[src/rtl/miner_pkg.sv]
// miner_pkg: header bytes, payload sizes and
// FSM encoding shared by the host I/O sequencer.
package miner_pkg;

  localparam logic [7:0] HDR_JOB   = 8'h4A;
  localparam logic [7:0] HDR_NONCE = 8'h4E;

  localparam int JOB_BYTES_DFLT   = 80;
  localparam int NONCE_BYTES_DFLT = 8;
  localparam int RX_TIMEOUT_DFLT  = 1_000_000;

  typedef enum logic [2:0] {
    S_IDLE,
    S_RECV,
    S_START,
    S_RUN,
    S_LOAD,
    S_HDR,
    S_SHIFT,
    S_SEND
  } io_state_e;

endpackage

[src/rtl/miner_io_ctrl_timeout.sv]
// io_timeout_cnt: loadable down-counter that
// stops at zero and flags expiry.
module io_timeout_cnt #(
  parameter int W = 20
) (
  input  logic         clk,
  input  logic         rst,
  input  logic         load_i,
  input  logic [W-1:0] load_val_i,
  input  logic         en_i,
  output logic         expired_o
);

  logic [W-1:0] cnt_q;

  // reload on demand, otherwise count down to zero
  always_ff @(posedge clk or posedge rst) begin
    if (rst) begin
      cnt_q <= '0;
    end else if (load_i) begin
      cnt_q <= load_val_i;
    end else if (en_i && (cnt_q != '0)) begin
      cnt_q <= cnt_q - W'(1);
    end
  end

  assign expired_o = (cnt_q == '0);

endmodule

[src/rtl/miner_io_ctrl.sv]
// miner_io_ctrl: host link sequencer, loads jobs
// into the miner and frames found nonces back.
module miner_io_ctrl
  import miner_pkg::*;
#(
  parameter int JOB_BYTES   = JOB_BYTES_DFLT,
  parameter int NONCE_BYTES = NONCE_BYTES_DFLT,
  parameter int RX_TIMEOUT  = RX_TIMEOUT_DFLT
) (
  input  logic        clk,
  input  logic        rst,
  input  logic [7:0]  rx_data,
  input  logic        rx_valid,
  output logic        rx_ready,
  output logic [7:0]  job_byte,
  output logic        job_shift,
  output logic        miner_start,
  output logic        miner_abort,
  input  logic        miner_found,
  input  logic [63:0] found_nonce,
  output logic        nonce_load,
  output logic        nonce_shift,
  input  logic [7:0]  nonce_byte,
  output logic [7:0]  tx_data,
  output logic        tx_valid,
  input  logic        tx_ready,
  output logic [7:0]  rx_err_cnt
);

  localparam int CW = $clog2(JOB_BYTES + 1);
  localparam int TW = $clog2(RX_TIMEOUT + 1);

  io_state_e     state_q;
  logic [CW-1:0] cnt_q;
  logic [7:0]    err_q;
  logic          start_q;
  logic          abort_q;
  logic          load_q;
  logic          shift_q;
  logic          txv_q;
  logic          rx_fire;
  logic          tx_fire;
  logic          is_hdr;
  logic          to_exp;
  logic          unused_nonce;

  // the nonce shift register loads found_nonce itself
  assign unused_nonce = ^found_nonce;

  assign rx_ready = (state_q == S_IDLE)
                 || (state_q == S_RECV)
                 || (state_q == S_RUN);
  assign rx_fire   = rx_valid && rx_ready;
  assign is_hdr    = (rx_data == HDR_JOB);
  assign tx_fire   = txv_q && tx_ready;
  assign job_shift = rx_fire && (state_q == S_RECV);
  assign job_byte  = job_shift ? rx_data : 8'h00;

  io_timeout_cnt #(
    .W (TW)
  ) u_timeout (
    .clk        (clk),
    .rst        (rst),
    .load_i     (rx_fire),
    .load_val_i (TW'(RX_TIMEOUT - 1)),
    .en_i       (state_q == S_RECV),
    .expired_o  (to_exp)
  );

  // tx byte source follows the frame phase
  always_comb begin
    tx_data = 8'h00;
    unique case (1'b1)
      state_q == S_HDR:  tx_data = HDR_NONCE;
      state_q == S_SEND: tx_data = nonce_byte;
      default: ;
    endcase
  end

  // sequencer with registered strobes and tx_valid
  always_ff @(posedge clk or posedge rst) begin
    if (rst) begin
      state_q <= S_IDLE;
      cnt_q   <= '0;
      err_q   <= '0;
      start_q <= 1'b0;
      abort_q <= 1'b0;
      load_q  <= 1'b0;
      shift_q <= 1'b0;
      txv_q   <= 1'b0;
    end else begin
      start_q <= 1'b0;
      abort_q <= 1'b0;
      load_q  <= 1'b0;
      shift_q <= 1'b0;
      unique case (state_q)
        S_IDLE: begin
          if (rx_fire && is_hdr) begin
            state_q <= S_RECV;
            cnt_q   <= '0;
          end
        end
        S_RECV: begin
          if (rx_fire) begin
            if (cnt_q == CW'(JOB_BYTES - 1)) begin
              state_q <= S_START;
              start_q <= 1'b1;
              cnt_q   <= '0;
            end else begin
              cnt_q <= cnt_q + CW'(1);
            end
          end else if (to_exp) begin
            state_q <= S_IDLE;
            cnt_q   <= '0;
            if (err_q != 8'hFF) begin
              err_q <= err_q + 8'd1;
            end
          end
        end
        S_START: state_q <= S_RUN;
        S_RUN: begin
          if (miner_found) begin
            state_q <= S_LOAD;
            load_q  <= 1'b1;
          end else if (rx_fire && is_hdr) begin
            state_q <= S_RECV;
            abort_q <= 1'b1;
            cnt_q   <= '0;
          end
        end
        S_LOAD: begin
          state_q <= S_HDR;
          txv_q   <= 1'b1;
          cnt_q   <= '0;
        end
        S_HDR: begin
          if (tx_fire) begin
            state_q <= S_SHIFT;
            txv_q   <= 1'b0;
            shift_q <= 1'b1;
          end
        end
        S_SHIFT: begin
          state_q <= S_SEND;
          txv_q   <= 1'b1;
        end
        S_SEND: begin
          if (tx_fire) begin
            txv_q <= 1'b0;
            if (cnt_q == CW'(NONCE_BYTES - 1)) begin
              state_q <= S_RUN;
              cnt_q   <= '0;
            end else begin
              state_q <= S_SHIFT;
              shift_q <= 1'b1;
              cnt_q   <= cnt_q + CW'(1);
            end
          end
        end
        default: state_q <= S_IDLE;
      endcase
    end
  end

  assign miner_start = start_q;
  assign miner_abort = abort_q;
  assign nonce_load  = load_q;
  assign nonce_shift = shift_q;
  assign tx_valid    = txv_q;
  assign rx_err_cnt  = err_q;

endmodule

[config.mk]
export PLATFORM = sky130hd
export DESIGN_NAME = miner_io_ctrl
export DESIGN_NICKNAME = d
export VERILOG_FILES = /design/src/rtl/miner_pkg.sv /design/src/rtl/miner_io_ctrl_timeout.sv /design/src/rtl/miner_io_ctrl.sv
export SDC_FILE = /design/constraint.sdc
export NUM_CORES = 1
export LEC_CHECK = 0
export BUFFER_PORTS_ARGS = -buffer_cell sky130_fd_sc_hd__buf_2
export CAP_MARGIN = 10
export CORE_ASPECT_RATIO = 1.2
export CORE_UTILIZATION = 24
export CTS_CLUSTER_DIAMETER = 150
export CTS_CLUSTER_SIZE = 12
export DETAILED_ROUTE_END_ITERATION = 8
export GPL_TIMING_DRIVEN = 0
export PLACE_DENSITY = 0.59
export SETUP_SLACK_MARGIN = 0.1
export SLEW_MARGIN = 20
export SYNTH_ARGS = -nofsm -noshare
export SYNTH_HDL_FRONTEND = slang
export SYNTH_SLANG_ARGS = --single-unit
export TNS_END_PERCENT = 20
[constraint.sdc]
create_clock -name clk -period 2.4 [get_ports clk]
set_input_delay 0.36 -clock clk [delete_from_list [all_inputs] [get_ports clk]]
set_output_delay 0.36 -clock clk [all_outputs]
set_load 0.05 [all_outputs]
==> impl_metrics.ini <==
[sta]
period_share = 1.027
timing.final.max_slew_violations = 0
tightestPinTransition_ps = 579.9
rsz0062_at_grt = true
setup_tns_ps = -140.3
maxSlewHeadroom = 0.6108
fmax_mhz = 405.7
finalCriticalPeriod_ps = 2465
hold_viol_final = 0
setup_viol = 3
skew_ps = 6.009
fin_ws_ps = -65.13

[power_and_ir_drop]
vdd_drop_max_v = 0.0004204
power_density_nw_per_um2 = 922.9
p_leak_nw = 1.532

[synth]
syn-cell-area_um2 = 2497
ys_seq_elements = 43
yosysWarnings = 0
async_flop_share = 1.000
ys_seq_area_frac = 0.4309
postSynthAreaPerCell_um2 = 9.424
synthesis.nets = 354
ys.flop_type = dfrtp_1
synth_cell_type_count = 53
synth_cells = 265
synth_edf_count = 0

[finish]
area_growth_pct = 35.47
final_cells = 467
seqCellArea_um2 = 1076
fillers = 1025
mostFrequentLayoutCells = buf_2 (51), dfrtp_1 (43), nand2_1 (21)
fin_util = 0.3363
mostFrequentLayoutCell = buf_2
final_area_um2 = 3383
final_nets = 429
drive_gt1_frac = 0.3343
diodes = 0
multiInputGateArea_um2 = 1414

[route]
via_count = 2286
drc = 0
wl_met3_um = 119
antenna_left = 0
wl_mm = 6.230
highest_layer = met4
via_per_inst = 4.895
drtIter0Drc = 124
met2_length_mm = 3.396
first_pass_iters = 4
post_drt_wl_per_cell_um = 13.34
wl_met1_mm = 2.634

[floorplan]
die_height_um = 113.7
core_area_um2 = 10060
dieArea_um2 = 10820
fp-row-count = 40
io_pins = 116
initial_core_util = 0.2483
die_x_um = 95.12

[critical_path]
endpoint_kind = register
path_max_fanout = 5
cp.required_ps = 2570
worst-setup-path-type = reg -> reg
crit_path_start_kind = register
cp.arrival_ps = 2630

[cts]
clk_pin_slew_ps = 60
ctsHoldBuffers = 0
numCtsBuffers = 5
htreeDepth = 2
clk_path_buf_depth = 2
clkSinkCount = 43
cts_tree = yes
insertion_delay_ps = 290
cts_root_buffer = clkbuf_16

[global_route]
grt_util_all_layers = 0.1235
grt_pass1_wl_mm = 10.55
grt_max_degree = 32
grt.overflow.total = 0
antenna_found_initial = 0
grt_pass1_vias = 2264

[place]
hpwl_mm = 4.385
dp_slack_ps = -348.2
dp_cells = 443
place_congestion = 0.7856
placed_cell_area_um2 = 2932
io_buffers = 51

[min_path]
hold_class = in -> async

[outcome]
violations = setup timing
outcome = complete, but fails checks

[job]
cap_viol_max_count = 0
-- state kept, by name (all words and copies together) (netlist names) --
signal           flops
u_timeout.cnt_q     20
rx_err_cnt           8
cnt_q                7
state_q              3
miner_abort          1
miner_start          1
nonce_load           1
nonce_shift          1
tx_valid             1
-- synthesized netlist by cell type (2+ instances only) --
library cell	number	share of area
dfrtp_1	43	0.43
nand2_1	21	0.032
nor2_1	15	0.023
inv_1	12	0.018
and2_1	11	0.028
nand3_1	10	0.020
xor2_1	10	0.035
clkbuf_1	9	0.014
o21ai_0	9	0.018
a21oi_1	8	0.016
nand4_1	8	0.020
o31ai_1	8	0.024
or4_1	7	0.021
xnor2_1	7	0.025
and3_1	6	0.015
o21a_1	6	0.018
nor3_1	5	0.010
o211ai_1	5	0.015
or2_2	5	0.013
ha_1	4	0.020
nand2b_1	4	0.010
o2bb2ai_1	4	0.014
or3_1	4	0.010
a211oi_1	3	0.0090
buf_2	3	0.0060
nor4_1	3	0.0075
a22o_1	2	0.0070
buf_6	2	0.0090
nor2b_1	2	0.0050
nor4b_1	2	0.0070
nor4bb_1	2	0.0080
o2111ai_1	2	0.0070
o41ai_1	2	0.0070
or4_4	2	0.0090
-- through the flow --
stage | hold WS [ps] | total power, mW
2_1_floorplan | 432.8 | 1.858
3_3_place_gp | 494.1 | 2.111
3_5_place_dp | 329.9 | 2.133
4_1_cts | 25.80 | 3.072
5_1_grt | 37.64 | 3.305
6_report | 15.84 | 3.122
-- per-layer routing --
layer	vias up	global-route usage
met5	-	0
met4	0	0.05051
met3	5	0.01867
met2	29	0.2195
met1	1141	0.1458
li1	1111	-
-- worst max-delay path, cell delays in order, from the launching register on --
cell,delay [ps]
dfrtp_1,380
or4_4,530
buf_6,130
or3_4,340
buf_8,140
o211a_1,210
buf_6,130
or2_4,240
mux2_4,260
-- report_power, final --
group | internal [mW] | switching, mW | leakage, nW
registers | 0.820 | 0.111 | 0.528
clock network | 0.597 | 0.278 | 0.0911
logic | 0.452 | 0.865 | 0.913
-- cell type report --
cell class | count | share of cell area
multi-input combinational | 196 | 0.4179
sequential | 43 | 0.3180
timing repair buffer | 68 | 0.1169
tap | 126 | 0.04660
clock buffer | 6 | 0.03809
buffer | 14 | 0.03143
clock inverter | 2 | 0.01775
inverter | 12 | 0.01331
-- final timing paths --
path	startpoint	endpoint	slack [ps]	cells after the start
max in group asynchronous	rst	u_timeout.cnt_q[19]	1920	3
worst min register to register	rx_err_cnt[5]	rx_err_cnt[5]	510	1
worst max-delay path	u_timeout.cnt_q[4]	cnt_q[0]	-70	8
min in group clk	miner_found	miner_abort	300	2
worst max register to register	u_timeout.cnt_q[4]	cnt_q[0]	-70	8
worst min-delay path	rst	rx_err_cnt[2]	20	2
-- repair_timing --
item,4_1_cts,5_1_grt
pin swaps,15,10
resized for setup,19,17
endpoints found under the setup margin,45,40
buffers inserted,13,3
gates cloned,0,0
-- kinds of logic after synthesis --
family,synth area share
buffers and inverters,0.04659
AND/OR/NAND/NOR,0.2695
adder cells (fa/ha/maj),0.02004
AO/OA/AOI/OAI,0.1628
multiplexers,0.01052
flip-flops,0.4309
XOR/XNOR,0.05962
Power figures use the tool's default switching activity.
